`config.mk`:
```
export PLATFORM = sky130hd
export DESIGN_NAME = proc_sequencer
export DESIGN_NICKNAME = d
export VERILOG_FILES = /design/src/rtl/proc_pkg.sv /design/src/rtl/proc_result_buf.sv /design/src/rtl/proc_sequencer.sv
export SDC_FILE = /design/constraint.sdc
export NUM_CORES = 1
export LEC_CHECK = 0
export ABC_AREA = 1
export CAP_MARGIN = 20
export CORE_ASPECT_RATIO = 1.25
export CORE_MARGIN = 1
export CORE_UTILIZATION = 45
export DETAILED_ROUTE_END_ITERATION = 16
export PLACE_DENSITY = 0.73
export SYNTH_ARGS = -nofsm -noshare
export SYNTH_HDL_FRONTEND = slang
export SYNTH_SLANG_ARGS = --single-unit
```
`constraint.sdc`:
```
create_clock -name clk -period 6.1 [get_ports clk]
set_clock_uncertainty 0.15 [all_clocks]
set_input_delay 1.83 -clock clk [delete_from_list [all_inputs] [get_ports clk]]
set_output_delay 1.83 -clock clk [all_outputs]
set_load 0.05 [all_outputs]
```
`src/rtl/proc_pkg.sv`:
```
// proc_pkg: shared FSM encoding, widths and default completion state for the processor sequencer.
package proc_pkg;
  typedef enum logic [1:0] {IDLE, ISSUE, WAIT, FINISH} fsm_e;
  localparam int PC_W = 3;
  localparam int STATE_W = 4;
  localparam int DATA_W = 16;
  localparam int FLAG_W = 3;
  localparam int DEPTH = 8;
  localparam logic [STATE_W-1:0] DONE_STATE_DEF = 4'b0011;
endpackage

```
`src/rtl/proc_result_buf.sv`:
```
// proc_result_buf: 8x19 result register file, one write port, registered read port, clearable valid bits.
module proc_result_buf
  import proc_pkg::*;
(
  input  logic              clk,
  input  logic              rst,
  input  logic              we,
  input  logic              clr,
  input  logic [PC_W-1:0]   waddr,
  input  logic [DATA_W-1:0] wdata,
  input  logic [FLAG_W-1:0] wflags,
  input  logic [PC_W-1:0]   raddr,
  output logic [DATA_W-1:0] rd_data,
  output logic [FLAG_W-1:0] rd_flags,
  output logic              rd_valid
);
  logic [DATA_W+FLAG_W-1:0] mem_q [DEPTH];
  logic [DEPTH-1:0] valid_q, valid_d;
  logic [DATA_W+FLAG_W-1:0] rd_q;
  logic rd_valid_q;
  always_comb begin
    valid_d = clr ? '0 : valid_q;
    if (we) valid_d[waddr] = 1'b1;
  end
  // Reads sample the pre-edge contents, so a same-cycle write is not visible yet.
  always_ff @(posedge clk) begin
    if (we) mem_q[waddr] <= {wdata, wflags};
    if (!rst) begin
      valid_q <= '0;
      rd_q <= '0;
      rd_valid_q <= 1'b0;
    end else begin
      valid_q <= valid_d;
      rd_q <= mem_q[raddr];
      rd_valid_q <= valid_q[raddr];
    end
  end
  assign {rd_data, rd_flags} = rd_q;
  assign rd_valid = rd_valid_q;
endmodule

```
`src/rtl/proc_sequencer.sv`:
```
// proc_sequencer: handshake-driven pc stepping with result capture; optional watchdog via PROC_SEQ_WATCHDOG_EN.
module proc_sequencer
  import proc_pkg::*;
#(
  parameter logic [STATE_W-1:0] DONE_STATE = DONE_STATE_DEF,
  parameter int TIMEOUT_CYCLES = 64
) (
  input  logic               clk,
  input  logic               rst,
  input  logic               start,
  input  logic               abort,
  input  logic [PC_W-1:0]    start_pc,
  input  logic [PC_W-1:0]    end_pc,
  output logic               run,
  output logic [PC_W-1:0]    pc,
  input  logic [STATE_W-1:0] state,
  input  logic [DATA_W-1:0]  ALU_result,
  input  logic [FLAG_W-1:0]  flags,
  output logic               busy,
  output logic               done,
  output logic               timeout,
  output logic [3:0]         retired,
  input  logic [PC_W-1:0]    rd_addr,
  output logic [DATA_W-1:0]  rd_data,
  output logic [FLAG_W-1:0]  rd_flags,
  output logic               rd_valid
);
  fsm_e fsm_q, fsm_d;
  logic [PC_W-1:0] pc_q, pc_d;
  logic [3:0] retired_q, retired_d;
  logic [STATE_W-1:0] prev_state_q;
  logic timeout_q, timeout_d;
  logic complete, expire, we, clr;
`ifdef PROC_SEQ_WATCHDOG_EN
  localparam int WD_W = $clog2(TIMEOUT_CYCLES + 1);
  logic [WD_W-1:0] wd_q, wd_d;
  always_comb wd_d = fsm_q == WAIT ? wd_q + 1'b1 : '0;
  always_ff @(posedge clk) wd_q <= !rst ? '0 : wd_d;
  assign expire = fsm_q == WAIT && wd_q == WD_W'(TIMEOUT_CYCLES - 1);
`else
  logic unused_timeout_cycles;
  assign unused_timeout_cycles = TIMEOUT_CYCLES[0];
  assign expire = 1'b0;
`endif
  // Only the rising edge into DONE_STATE counts, so a held state retires once.
  assign complete = fsm_q == WAIT && state == DONE_STATE && prev_state_q != DONE_STATE;
  always_comb begin
    fsm_d = fsm_q;
    pc_d = pc_q;
    retired_d = retired_q;
    timeout_d = 1'b0;
    we = 1'b0;
    clr = 1'b0;
    if (fsm_q == IDLE) begin
      if (start) begin
        fsm_d = ISSUE;
        pc_d = start_pc;
        retired_d = '0;
        clr = 1'b1;
      end
    end else if (abort) fsm_d = IDLE;
    else if (fsm_q == ISSUE) fsm_d = WAIT;
    else if (fsm_q == FINISH) fsm_d = IDLE;
    else if (complete) begin
      we = 1'b1;
      retired_d = retired_q + 1'b1;
      fsm_d = pc_q == end_pc ? FINISH : ISSUE;
      pc_d = pc_q == end_pc ? pc_q : pc_q + 1'b1;
    end else if (expire) begin
      fsm_d = IDLE;
      timeout_d = 1'b1;
    end
  end
  always_ff @(posedge clk) begin
    if (!rst) begin
      fsm_q <= IDLE;
      pc_q <= '0;
      retired_q <= '0;
      prev_state_q <= '0;
      timeout_q <= 1'b0;
    end else begin
      fsm_q <= fsm_d;
      pc_q <= pc_d;
      retired_q <= retired_d;
      prev_state_q <= state;
      timeout_q <= timeout_d;
    end
  end
  proc_result_buf u_buf (
    .clk(clk), .rst(rst), .we(we), .clr(clr), .waddr(pc_q), .wdata(ALU_result), .wflags(flags),
    .raddr(rd_addr), .rd_data(rd_data), .rd_flags(rd_flags), .rd_valid(rd_valid)
  );
  assign run = fsm_q == ISSUE || fsm_q == WAIT;
  assign busy = run;
  assign done = fsm_q == FINISH;
  assign timeout = timeout_q;
  assign pc = pc_q;
  assign retired = retired_q;
endmodule

```
## Word level (Yosys, flattened, before mapping)

Memories as Yosys holds them, arrays and structs flattened. A register that Yosys moved wholly into a read port is not among the register bits.
Cells that the tools add are included.

| cells by class | value |
|---|---|
| multiplexer cells | 35 |
| bitwise logic cells | 1 |
| $add $sub $neg | 2 |
| reductions and logical operators | 11 |
| order comparisons | 3 |
| eq/ne operators | 11 |

Operators with widths:

| kind | number |
|---|---|
| $mux 4 | 6 |
| $mux 3 | 7 |
| $mux 8 | 2 |
| $mux 2 | 7 |
| $mux 1 | 11 |
| $lt 3x4->1 const B | 2 |
| $or 8x8->8 | 1 |
| $ne 2x2->1 const B | 3 |
| $reduce_and 6->1 | 1 |
| $reduce_and 5->1 | 1 |
| $reduce_bool 5->1 | 1 |
| $add 4x1->4 const B | 1 |
| $eq 2x2->1 const B | 2 |
| $eq 4x2->1 const B | 1 |
| $ne 2x1->1 const B | 2 |
| $ne 4x2->1 const B | 1 |
| $add 3x1->3 const B | 1 |
| $bmux 1 s3 | 1 |
| $demux 1 s3 | 1 |
| $eq 3x3->1 | 1 |
| $ge 3x1->1 const B | 1 |
| $logic_and 1x1->1 | 3 |
| $eq 2x1->1 const B | 1 |
| $logic_not 2->1 | 1 |
| other kinds (4) | 4 |

| word-level totals | value |
|---|---|
| bits in writable memories | 152 |
| memories kept | 1 |
| word-level logic and storage cells | 70 |
| register bits after elaboration | 22 |
| input bits | 36 |
| output and inout port bits | 31 |

Memories:

| memory | depth | bits a word | rd ports | clocked after memory_dff | wr ports | RTL line | RTL |
|---|---|---|---|---|---|---|---|
| u_buf.mem_q | 8 | 19 | 1 | 1 | 1 | proc_result_buf.sv:17 | `logic [DATA_W+FLAG_W-1:0] mem_q [DEPTH];` |

## Depth between registers and ports, before layout

| depth | value |
|---|---|
| depth in word-level cells | 10 |
| mapped depth | 11 |
| depth with buffers taken out | 11 |

## By module

A second synthesis with hierarchy kept.

| second synthesis, totals | value |
|---|---|
| cell total of the unflattened synthesis | 885 |
| area, all modules | 8,420.6 um2 |

Modules (own cells, without submodules):

| module | cells each | times used | seq. area each (um2) | area an instance (um2) |
|---|---|---|---|---|
| proc_result_buf | 758 | 1 | 5,124.9 | 7,518.5 |
| proc_sequencer | 127 | 1 | 260.2 | 902.1 |

## Worst setup path before layout

OpenSTA, ideal clock, no wires.

| timing | value |
|---|---|
| path type | input to register |
| start | in state[1] |
| end | mem u_buf.mem_q[1][0] (netlist bit) (enable) |
| path buffers | 0 |
| setup slack | 2.294 ns |
| stages | 6 |
| data required time | 5.555 ns |
| setup time | 0.395 ns |
| arrival | 3.262 ns |
| cell sequence | nand2_1 > nor2_1 > nand4_2 > clkinv_2 > nand2_1 > nor2_1 |

| between the ends | value |
|---|---|
| word-level cells in the longest chain between the ends | 10 |

RTL lines:

| what | RTL line | RTL |
|---|---|---|
| start, declared | proc_sequencer.sv:16 | `input logic [STATE_W-1:0] state,` |
| $eq 4x2->1 | proc_sequencer.sv:46 | `assign complete = fsm_q == WAIT && state == DONE_STATE && prev_state_q != DONE_STATE;` |
| $logic_and 1x1->1 (2 in a row) | proc_sequencer.sv:46 |  |
| $mux 1 | proc_sequencer.sv:64 | `else if (complete) begin` |
| $mux 1 | proc_sequencer.sv:63 | `else if (fsm_q == FINISH) fsm_d = IDLE;` |
| $mux 1 | proc_sequencer.sv:62 | `else if (fsm_q == ISSUE) fsm_d = WAIT;` |
| $mux 1 | proc_sequencer.sv:61 | `end else if (abort) fsm_d = IDLE;` |
| $mux 1 | proc_sequencer.sv:54 | `if (fsm_q == IDLE) begin` |
| $mux 1 | proc_result_buf.sv:27 | `if (we) mem_q[waddr] <= {wdata, wflags};` |
| $mux 1 (implied by the code) | proc_result_buf.sv:27 |  |
| end, declared | proc_result_buf.sv:17 |  |

Every way passes these cells.

## Final worst setup path

| timing | value |
|---|---|
| start | reg fsm_q[1] |
| end | out busy |

| between the ends | value |
|---|---|
| word-level cells in the longest chain between the ends | 2 |
| elaborated cells between the ends (all ways) | 3 |
| classes of those cells | eq/ne (2); reduce/logical (1) |

RTL lines:

| what | RTL line | RTL |
|---|---|---|
| start, declared | proc_sequencer.sv:28 | `fsm_e fsm_q, fsm_d;` |
| start signal, assigned | proc_sequencer.sv:82 | `fsm_q <= fsm_d;` |
| $eq 2x1->1 / $eq 2x2->1 (equally long branches) | proc_sequencer.sv:93 | `assign run = fsm_q == ISSUE \|\| fsm_q == WAIT;` |
| $logic_or 1x1->1 * | proc_sequencer.sv:93 |  |
| end, declared | proc_sequencer.sv:19 | `output logic busy,` |

Mark *: on every way between the ends. The rest lies on a longest branch, timed or not.

==> results.md <==
* Status: finished, violations left
* Failing checks: design-rule violations
* Slew HR at between 20% and 30%
* Mapped cell area at 0.00770 mm^2
* Fin nets at about 750
* VDD IR max at roughly 0.24 mV
* Synth-to-Final Area Change at 17.7%
* CTS tree: built
* Ant. Diodes at 0
* CP Launch Type: flip-flop
* Met2 wire len at a little over 8000 um
* Share of synthesized flip-flops with an asynchronous set or reset at 0%
* RSZ-0062 raised after global routing: no
* Syn_nets at 700
* Post-route cell area at 0.00906 mm^2
* Met3 WL at approximately 1000 um
* Post-synth EDFFs at roughly 150
* Die width at about 120 um
* Ys flop type: edfxtp_1
* Average cell area after synthesis at around 12 um^2
* GP Congestion at between 0.8 and 0.9
* Final setup viols at 0
* Die Y at about 150 um
* Vias in the first global route at roughly 5k
* Hold slack at approximately 0.32 ns
* Number of synthesized register bits at between 150 and 200
* Cell count after synthesis at approximately 660
* Buffers on Ports at 65
* Slew Limit Fails at 0
* Commonest cells in the netlist: edfxtp_1 (152), nor2_1 (140), o21ai_1 (62)
* CTS Sinks at 193
* Top cell type's share of synthesized area at a little under 60%
* P per Cell Area at 348 mW/mm^2
* Worst-Margin Slew at 1.14 ns
* Wire length per cell at 16.5 um
* I/O Pins at 67
* Leak pwr at ~0.0032 uW
* Clock transition at path regs at around 0.070 ns
* Min Clock Period, post-route at slightly above 4 ns
* Hold-fix buffers, CTS at 0
* Cell taking the most area after synthesis: edfxtp_1
* Filler Cell Count at between 1k and 1.5k
* Root Buffer: clkbuf_16
* Setup CP Type: flip-flop to primary output
* Total Wirelength at about 16000 um
* Clk_lat worst skew at ~0.42 ns
* DRT Pass-1 Iters at 10
* Vias per cell at roughly 5.4
* Post-CTS setup buffers at 0
* Post-DRT Antenna Nets at 0
* Routed vias at approximately 5k
* Final Core Density at a little over half
* Core area at approximately 0.017 mm^2
* Placed cell area at approximately 0.0085 mm^2
* Power Total at ~3200 uW
* Cts bufs inserted at 17
* Gr ovfl total at 0
* Count of different cell masters after synthesis at 31
* Yosys Warn Count at 0
* CP Max Fanout at 7
* Setup TNS at 0 ns
* DRT iter0 DRCs at a little over 400
* DP HPWL at about 9400 um
* Top routing layer used: met4
* Largest net degree at the start of global routing at 81
* Wl on met1 at between 6000 and 7000 um
* Arrival @ worst endpoint at 2.12 ns
* Worst setup EP type: primary output
* Count leader, synth: edfxtp_1
* Initial antenna violation count at 0
* Initial core utilization at 45.9%
* Clk buf depth at 2
* Share of cells above drive strength 1 at 8.29%
* Tcrit/Tclk final at between 60% and 70%
* Rows at 53
* Hold Path Class: flip-flop to flip-flop
* Post-synthesis sequential area ratio at 70.0%
* CTS resizes at 0
* Fmax at 0.244 GHz
* H-tree depth at 4
* Max-cap violations at 0
* Worst Path Required at approximately 4.1 ns
* Final hold vios at 0
* Gr usage total at between 10% and 20%
* DRC at 1
* Die Area at 0.0176 mm^2
* Global-route wire length before repair at between 20000 and 25000 um
* Top cells by area, synth: edfxtp_1 (59%), dfxtp_1 (11%), nor2_1 (6.8%)
cell type report:
cell class | instances | area (um^2) | area share, %
clock inverter | 12 | 143 | 1.57
clock buffer | 20 | 447 | 4.93
tap | 220 | 275 | 3.04
timing repair buffer | 71 | 697 | 7.69
sequential | 193 | 5390 | 59.4
inverter | 29 | 110 | 1.22
multi-input combinational | 399 | 2000 | 22.1
metal layers:
| layer | up-vias | global-route usage [%] |
|---|---|---|
| met5 | - | 0 |
| met4 | 0 | 9.81 |
| met3 | 36 | 4.22 |
| met2 | 202 | 33.2 |
| met1 | 2452 | 20.3 |
| li1 | 2413 | - |
cells in the final DEF, fill, tap and decap left out, drive strengths merged, types with 3 or more instances in the layout:
cell type	count
o21ai	107
ha	6
nand4	8
nand2	58
nand3	14
edfxtp	152
a21oi	16
o22ai	21
buf	8
nor2	144
mux2i	20
dfxtp	41
inv	34
clkdlybuf4s50	63
clkinvlp	3
clkbuf	20
kinds of logic (layout without fill, tap and decap cells):
family,Yosys count,in the layout,synth area share [%]
other cells,1,1,0.0487
fa+ha+maj,6,6,0.975
mux,20,20,2.60
buf+inv,66,132,4.21
simple gates,225,225,12.1
compound gates,145,145,9.85
flops,193,193,70.0
xor+xnor,2,2,0.228
power by group:
group | internal, uW | switching (uW) | leakage [uW]
Sequential | 1440 | 34.0 | 0.00170
Clock | 623 | 478 | 0.000280
Combinational | 184 | 387 | 0.00121
Total | 2250 | 899 | 0.00320
worst max-delay path, cell delays in order, from the launching register on:
cell,delay (ns)
dfxtp_1,0.46
inv_1,0.12
ha_1,0.31
clkdlybuf4s50_1,0.80
state kept, by name, indices dropped and copies added (netlist names):
register	flops
fsm_q	2
pc	3
prev_state_q	4
retired	4
u_buf.mem_q	152
u_buf.rd_q	19
u_buf.rd_valid	1
u_buf.valid_q	8
stage by stage:
stage	setup WS [ns]	std cells
5_1_grt	1.85	944
3_5_place_dp	1.49	911
6_report	2.00	944
2_1_floorplan	2.29	658
4_1_cts	1.93	943
3_3_place_gp	1.58	910
path summary, 6_finish.rpt:
check	startpoint	end	slack, ns	depth (start not counted)
worst max-delay path	fsm_q[1]$_SDFFE_PN0P_	busy	2.00	3
worst min-delay path	u_buf.valid_q[4]$_SDFF_PN0_	u_buf.valid_q[4]$_SDFF_PN0_	0.32	2
worst max register to register	fsm_q[1]$_SDFFE_PN0P_	u_buf.mem_q[2][8]$_DFFE_PP_	3.01	7
worst min register to register	u_buf.valid_q[4]$_SDFF_PN0_	u_buf.valid_q[4]$_SDFF_PN0_	0.32	2
(Power assumes the default switching activity.)
